`config.mk`:
```
export PLATFORM = sky130hd
export DESIGN_NAME = umul_seq
export DESIGN_NICKNAME = d
export VERILOG_FILES = /design/src/rtl/umul_seq.sv
export SDC_FILE = /design/constraint.sdc
export NUM_CORES = 1
export LEC_CHECK = 0
export BUFFER_PORTS_ARGS = -buffer_cell sky130_fd_sc_hd__buf_2
export CORE_MARGIN = 5
export CORE_UTILIZATION = 35
export CTS_BUF_LIST = sky130_fd_sc_hd__clkbuf_16
export DETAILED_ROUTE_END_ITERATION = 6
export PLACE_DENSITY_LB_ADDON = 0.3
export SLEW_MARGIN = 0
export SYNTH_ARGS = -nofsm -noshare
export SYNTH_HDL_FRONTEND = slang
export SYNTH_HIERARCHICAL = 1
export SYNTH_SLANG_ARGS = --single-unit
```
`constraint.sdc`:
```
create_clock -name clk -period 5.6 [get_ports clk]
set_input_delay 1.12 -clock clk [delete_from_list [all_inputs] [get_ports clk]]
set_output_delay 1.12 -clock clk [all_outputs]
set_load 0.01 [all_outputs]
```
`src/rtl/umul_seq.sv`:
```
// Iterative 32x32 unsigned shift-add multiplier driving one internal 32-bit adder.
// Define UMUL_EARLY_EXIT_EN to stop once the remaining multiplier bits are zero.
module cla_add32 (
  input  logic [31:0] a,
  input  logic [31:0] b,
  input  logic        c_in,
  output logic [31:0] sum,
  output logic        carry_out
);
  logic [31:0] g;
  logic [31:0] p;
  logic [32:0] c;
  logic [3:0]  gg;
  logic [3:0]  pp;

  assign g = a & b;
  assign p = a ^ b;

  // 8-bit groups: group generate/propagate feed a lookahead across groups
  always_comb begin
    gg = '0;
    pp = '1;
    for (int k = 0; k < 4; k++) begin
      for (int i = 0; i < 8; i++) begin
        gg[k] = g[8*k+i] | (p[8*k+i] & gg[k]);
        pp[k] = pp[k] & p[8*k+i];
      end
    end
  end

  always_comb begin
    c = '0;
    c[0] = c_in;
    for (int k = 0; k < 4; k++) begin
      c[8*(k+1)] = gg[k] | (pp[k] & c[8*k]);
      for (int i = 1; i < 8; i++)
        c[8*k+i] = g[8*k+i-1] | (p[8*k+i-1] & c[8*k+i-1]);
    end
  end

  assign sum       = p ^ c[31:0];
  assign carry_out = c[32];
endmodule

module umul_seq #(
  parameter int WIDTH = 32
) (
  input  logic               clk,
  input  logic               reset,
  input  logic               start,
  input  logic [WIDTH-1:0]   a,
  input  logic [WIDTH-1:0]   b,
  output logic               busy,
  output logic               done,
  output logic [2*WIDTH-1:0] product,
  output logic               hi_nz
);
  if (WIDTH != 32) begin : g_width_chk
    $error("umul_seq: WIDTH must be 32");
  end

  typedef enum logic [1:0] {IDLE, RUN, DONE} state_t;

  state_t      state;
  logic [31:0] mcand;
  logic [31:0] mplr;
  logic [31:0] acc;
  logic [4:0]  count;
  logic [31:0] addend;
  logic [31:0] sum;
  logic        carry;
  logic [31:0] acc_n;
  logic [31:0] mplr_n;
  logic [63:0] res_n;
  logic        last;

  assign addend = mplr[0] ? mcand : 32'h0;

  cla_add32 u_add (
    .a         (acc),
    .b         (addend),
    .c_in      (1'b0),
    .sum       (sum),
    .carry_out (carry)
  );

  assign acc_n  = {carry, sum[31:1]};
  assign mplr_n = {sum[0], mplr[31:1]};

`ifdef UMUL_EARLY_EXIT_EN
  logic [31:0] rem_mask;
  // low (31-count) bits of mplr_n are the multiplier bits not yet consumed
  assign rem_mask = (32'h1 << (5'd31 - count)) - 32'h1;
  assign last     = ~|(mplr_n & rem_mask);
  assign res_n    = {acc_n, mplr_n} >> (5'd31 - count);
`else
  assign last  = (count == 5'd31);
  assign res_n = {acc_n, mplr_n};
`endif

  always_ff @(posedge clk or posedge reset) begin
    if (reset) begin
      state   <= IDLE;
      busy    <= 1'b0;
      done    <= 1'b0;
      product <= '0;
      hi_nz   <= 1'b0;
      mcand   <= '0;
      mplr    <= '0;
      acc     <= '0;
      count   <= '0;
    end else begin
      unique case (state)
        IDLE, DONE: begin
          done <= 1'b0;
          if (start) begin
            mcand <= a;
            mplr  <= b;
            acc   <= '0;
            count <= '0;
            busy  <= 1'b1;
            state <= RUN;
          end else begin
            state <= IDLE;
          end
        end
        RUN: begin
          acc   <= acc_n;
          mplr  <= mplr_n;
          count <= count + 5'd1;
          if (last) begin
            product <= res_n;
            hi_nz   <= |res_n[63:32];
            busy    <= 1'b0;
            done    <= 1'b1;
            state   <= DONE;
          end
        end
        default: state <= IDLE;
      endcase
    end
  end
endmodule

```
==> run_results.csv, run 1 <==
group,metric,value,unit
placement,placed_cell_area,0.009383,mm²
detailed_routing,routed_wl,19550,µm
cts,clock_path_buffers,2,
synthesis,synth_seq_area_share,0.5117,
finish,area_growth,20.59,%
synthesis,synth_cell_types,51,
sta,grt_setup_unrepaired,"no",
sta,hold_slack,469.8,ps
grt,grt_max_degree,171,
synthesis,yosys_warnings,6,
flow_run,cap_violations,0,
critical_path,worstPathRequired,5860,ps
outcome,status,"completed",
grt,grt_pass1_vias,5976,
detailed_routing,num_vias,5691,
floorplanning,coreArea,0.02340,mm²
detailed_routing,viasPerCell,4.898,
sta,hold_viol_final,0,
floorplanning,dieArea,0.02694,mm²
synthesis,syn_area_per_cell,12.17,µm²
cts,clock-sinks,170,
finish,finalNetCount,959,
cts,cts_tree,"yes",
placement,dpl_worst_slack,-264.1,ps
floorplanning,start_util,0.3553,
placement,dp_hpwl,13000,µm
worst_hold_path,min_from,"mcand[26]$_DFFE_PP0P_",
detailed_routing,drtIter0Drc,329,
grt,track_usage,0.1505,
detailed_routing,drcViolationCount,0,
cts,cts_buffers,17,
cts,cts-root-buf,"clkbuf_16",
finish,antenna_cells,0,
finish,layout_commonest_cell,"dfrtp_1",
sta,setup_viol,0,
power,p_leak,4.935,nW
power,max-vdd-ir-drop,0.2666,mV
sta,setup_tns,0,ps
finish,final_cell_mix,"169 x dfrtp_1, 136 x nand2_1, 134 x buf_2",
critical_path,path_class,"reg -> reg",
worst_hold_path,hold_path_class,"reg -> reg",
sta,worstMarginPinSlew,1082,ps
grt,antenna_found_initial,0,
cts,htree_levels,4,
critical_path,reg2regPathDepth,17,
worst_hold_path,whs_path_depth,2,
grt,grt_overflow,0,
critical_path,r2r_start,"mplr[0]$_DFFE_PP0P_",
critical_path,crit_fanout,4,
synthesis,syn_inst,683,
sta,fmax,0.1858,GHz
sta,fin_crit_sh,0.9613,
grt,grt_pass1_wl,31970,µm
detailed_routing,wire_per_inst,16.82,µm
floorplanning,die_width,164.1,µm
critical_path,crit_arrival,5650,ps
sta,slew_headroom,0.2784,
detailed_routing,ant_nets,0,
finish,finalInstanceArea,0.01003,mm²
sta,fin_skew,15.42,ps
cts,clock_latency,430,ps
finish,fillCellCount,2237,
sta,fin_crit,5383,ps
detailed_routing,first_pass_iters,4,
synthesis,ys_ff_latch,170,
power,powerDensity,624.1,mW/mm²
finish,layout-drive-gt1-share,0.3405,
synthesis,syn_area,0.008314,mm²
critical_path,ff2ff_setup_slack,220,ps
sta,setup_ws,216.8,ps
sta,maxSlewViolCount,0,
floorplanning,ios,134,
critical_path,r2r_end,"hi_nz$_DFFE_PP0P_",
placement,place.gp.congestion,0.8211,
worst_hold_path,min_to,"mcand[26]$_DFFE_PP0P_",
critical_path,end_kind,"flop",
floorplanning,rows,56,
critical_path,worst_setup_path_start_kind,"flop",
floorplanning,die_h,164.1,µm
placement,io_buffers,133,
cts,clk_pin_slew_worst_paths,80,ps
==> how the worst max path moves through the flow <==
| stage | start | end | slack (ps) | cells past startpoint |
|---|---|---|---|---|
| after floorplan | mplr[0]$_DFFE_PP0P_ | hi_nz$_DFFE_PP0P_ | 210 | 19 |
| after global placement | mplr[0]$_DFFE_PP0P_ | hi_nz$_DFFE_PP0P_ | -70 | 18 |
| after detailed placement | mplr[0]$_DFFE_PP0P_ | hi_nz$_DFFE_PP0P_ | -260 | 18 |
| after CTS | mplr[0]$_DFFE_PP0P_ | hi_nz$_DFFE_PP0P_ | 9 | 19 |
| after global routing | mplr[0]$_DFFE_PP0P_ | hi_nz$_DFFE_PP0P_ | 4 | 17 |
| final | mplr[0]$_DFFE_PP0P_ | hi_nz$_DFFE_PP0P_ | 220 | 17 |
==> synth_stat cells (all sizes together) <==
master,number,area share
dfrtp,170,0.51
nand2,137,0.063
mux2,65,0.10
nand3,35,0.021
a22o,34,0.036
ha,34,0.051
a22oi,32,0.029
and2,32,0.024
fa,28,0.067
buf,27,0.024
clkbuf,12,0.0054
o21ai,10,0.0065
nor4,8,0.0060
inv,7,0.0035
nand4,7,0.0053
a21oi,6,0.0036
nor2,4,0.0021
o21a,4,0.0036
xor2,4,0.0042
a2111oi,3,0.0077
a211oi,2,0.0024
a21o,2,0.0018
a31oi,2,0.0015
and4,2,0.0021
mux2i,2,0.0024
nand2b,2,0.0015
nor2b,2,0.0024
nor3,2,0.0012
o21bai,2,0.0023
a211o,1,0.0011
and3,1,0.00075
conb,1,0.00045
o2111ai,1,0.0011
o221ai,1,0.0018
o22a,1,0.0011
==> registers in the layout (all words and copies together) (netlist names) <==
name,cells
product,64
acc,32
mcand,32
mplr,32
count,5
state,2
busy,1
done,1
hi_nz,1
==> metrics by stage <==
step	std cells	total power, mW	util
final	1162	6.258	0.4284
after global routing	1162	6.766	0.4284
after CTS	1162	6.341	0.4279
after detailed placement	1126	5.101	0.4009
after global placement	1126	5.051	0.4009
after floorplan	684	4.094	-
==> cells by family after synthesis <==
group                      Yosys count  share of synthesized area
and+or+nand+nor                    232                     0.1293
DFF                                170                     0.5117
AOI/OAI and AO/OA                  101                    0.09902
muxes                               67                     0.1040
adders and majority gates           62                     0.1186
buffers and inverters               46                    0.03281
xor gates and xnor gates             4                   0.004213
other                                1                  0.0004510
==> timing repair <==
item | CTS | global route
pin swaps | 4 | 6
buffers inserted | 4 | 0
endpoints found under the setup margin | 1 | 1
cloned | 0 | 0
resized for setup | 7 | 6
hold buffers | 0 | 0
==> where the power goes <==
group	switching (mW)	total [mW]	internal, mW	leakage [nW]
Clock	0.564	1.16	0.597	0.281
Sequential	0.421	2.26	1.83	2.07
Combinational	1.40	2.84	1.45	2.59
Total	2.38	6.26	3.88	4.93
==> worst max-delay path: stages, from the launching register on <==
cell and delay [ps]:
dfrtp_2 410, buf_4 150, and2_1 160, ha_1 320
a2111oi_4 310, o21ai_2 110, o22a_1 230, fa_1 380
fa_1 390, fa_1 380, fa_1 390, fa_1 390
fa_1 390, fa_1 390, xor2_1 200, nor4_1 250
and4_2 290, a31oi_1 90
==> routing by layer <==
layer | up-vias | track usage | wire length [µm]
met5 | - | 0 | 0
met4 | 0 | 0.03546 | 193
met3 | 14 | 0.03563 | 1021
met2 | 121 | 0.2433 | 9265
met1 | 2863 | 0.2058 | 9068
li1 | 2693 | - | -
==> layout make-up <==
cell class                      count  area, µm²  share of cell area
Clock buffer                       17      425.4             0.04243
Clock inverter                     15      155.1             0.01547
Inverter                            7      32.53            0.003245
Multi-Input combinational cell    468       3835              0.3825
Sequential cell                   170       4255              0.4244
Tap cell                          319      399.1             0.03981
Timing Repair Buffer              166      923.4             0.09210
(Power assumes the default switching activity.)
==> run 2: changes to the inputs <==
Settings changed: CELL_PAD_IN_SITES_DETAIL_PLACEMENT set to 0, CELL_PAD_IN_SITES_GLOBAL_PLACEMENT set to 1.
==> run_results.csv, run 2 (synthesis gave the netlist of run 1 again) <==
group,metric,value,unit
outcome,status,"completed",
critical_path,path_class,"reg -> reg",
sta,fin_skew,15.75,ps
critical_path,crit_chain,"buf_6 -> buf_4 -> and2_1 -> ha_1 -> a21oi_2 -> a21oi_2 -> o221ai_2 -> nand3_2 -> a21o_1 -> fa_2 -> fa_2 -> fa_1 -> fa_1 -> fa_2 -> fa_1 -> fa_2 -> nor4_2 -> and4_1 -> a31oi_1",
finish,antenna_cells,0,
floorplanning,rows,56,
critical_path,critPathMostFrequentCell,"fa_2",
cts,htree_levels,4,
power,finalPower,6.319,mW
placement,dp_hpwl,13260,µm
floorplanning,start_util,0.3553,
sta,maxSlewViolCount,0,
cts,clk_pin_slew_worst_paths,70,ps
sta,fin_crit_sh,0.9610,
sta,hold_viol_final,0,
grt,antenna_found_initial,0,
critical_path,crit_arrival,5640,ps
cts,postCtsHoldBufs,0,
grt,track_usage,0.1550,
sta,hold_slack,466.4,ps
finish,layout-drive-gt1-share,0.3429,
critical_path,crit_slowest_cell,"dfrtp_2",
sta,fin_crit,5382,ps
flow_run,cap_violations,0,
cts,clock_path_buffers,2,
finish,fillCellCount,2302,
detailed_routing,first_pass_iters,4,
power,powerDensity,629.7,mW/mm²
sta,fmax,0.1858,GHz
worst_hold_path,hold_path_class,"reg -> reg",
power,p_leak,4.918,nW
grt,grt_max_degree,171,
grt,grt_overflow,0,
critical_path,reg2regPathDepth,19,
floorplanning,die_h,164.1,µm
critical_path,crit_fanout,8,
placement,place.gp.congestion,0.7894,
critical_path,cpPeakStageDelay,490,ps
detailed_routing,wire_per_inst,17.25,µm
sta,slew_headroom,0.2829,
placement,placed_cell_area,0.009360,mm²
worst_hold_path,whs_path_depth,1,
detailed_routing,ant_nets,0,
floorplanning,die_width,164.1,µm
cts,clock-sinks,170,
sta,worstMarginPinSlew,1076,ps
critical_path,worst_setup_path_start_kind,"flop",
detailed_routing,num_vias,5708,
detailed_routing,viasPerCell,4.925,
detailed_routing,routed_wl,20000,µm
sta,setup_tns,0,ps
cts,cts-root-buf,"clkbuf_16",
grt,grt_pass1_vias,6124,
critical_path,end_kind,"flop",
finish,largest_reg_flops,64,
floorplanning,ios,134,
finish,fin_util,0.4288,
sta,setup_viol,0,
critical_path,worstPathRequired,5850,ps
power,max-vdd-ir-drop,0.2076,mV
detailed_routing,drcViolationCount,0,
finish,layout_commonest_cell,"dfrtp_1",
cts,cts_buffers,17,
finish,area_growth,20.69,%
finish,top_register,"product",
detailed_routing,drtIter0Drc,411,
finish,finalNetCount,956,
finish,final_cell_mix,"169 x dfrtp_1, 136 x nand2_1, 133 x buf_2",
cts,cts_tree,"yes",
floorplanning,dieArea,0.02694,mm²
placement,io_buffers,133,
finish,finalInstanceArea,0.01003,mm²
grt,grt_pass1_wl,33080,µm
floorplanning,coreArea,0.02340,mm²
cts,clock_latency,430,ps
run 2: changes by cell type in the layout (fill, tap and decap cells not counted), sizes merged:
cell | before | now
buf | 166 | 163
run 2: worst max-delay path: cells and delay by family, from the launching register on:
family	cells	cell delay (ps)
compound gates	5	720
fa+ha+maj	8	2970
buf+inv	2	300
flops	1	490
simple gates	4	740
run 2: final cells by class:
class / instances / area (µm²) / area share
Sequential cell: 170 / 4255 / 0.4241
Multi-Input combinational cell: 468 / 3855 / 0.3842
Timing Repair Buffer: 163 / 910.9 / 0.09077
Clock buffer: 17 / 425.4 / 0.04239
Tap cell: 319 / 399.1 / 0.03978
Clock inverter: 15 / 156.4 / 0.01559
Inverter: 7 / 32.53 / 0.003242
run 2: final timing paths:
kind | end | startpoint | slack [ps]
worst min-delay path | count[3]$_DFFE_PP0P_ | count[3]$_DFFE_PP0P_ | 470
worst min register to register | count[3]$_DFFE_PP0P_ | count[3]$_DFFE_PP0P_ | 470
worst max-delay path | hi_nz$_DFFE_PP0P_ | mplr[0]$_DFFE_PP0P_ | 220
min in group asynchronous | mplr[2]$_DFFE_PP0P_ | reset | 950
max in group asynchronous | mplr[0]$_DFFE_PP0P_ | reset | 3910
worst max register to register | hi_nz$_DFFE_PP0P_ | mplr[0]$_DFFE_PP0P_ | 220
run 2: metrics by stage:
step | worst slack [ps] | std cells
floorplan | 211.7 | 684
global placement | -149.7 | 1123
detailed placement | -263.1 | 1123
CTS | 0.2180 | 1157
global route | -14.57 | 1159
finish | 218.3 | 1159
run 2: power breakdown:
part | switching (mW) | internal, mW
combinational | 1.44 | 1.46
sequential | 0.428 | 1.83
clock | 0.558 | 0.597
total | 2.43 | 3.89
run 2: layer usage:
metal  GRT usage  vias to the layer above  share of wire
li1            -                     2693              -
met1      0.2245                     2875           0.49
met2      0.2373                      128           0.45
met3     0.03538                       12          0.052
met4     0.03584                        0          0.011
met5           0                        -              0
run 2: what timing repair did:
action | CTS | global route
gates resized for setup | 8 | 11
buffers inserted | 2 | 2
pin swaps | 3 | 10
endpoints found under the setup margin | 4 | 1
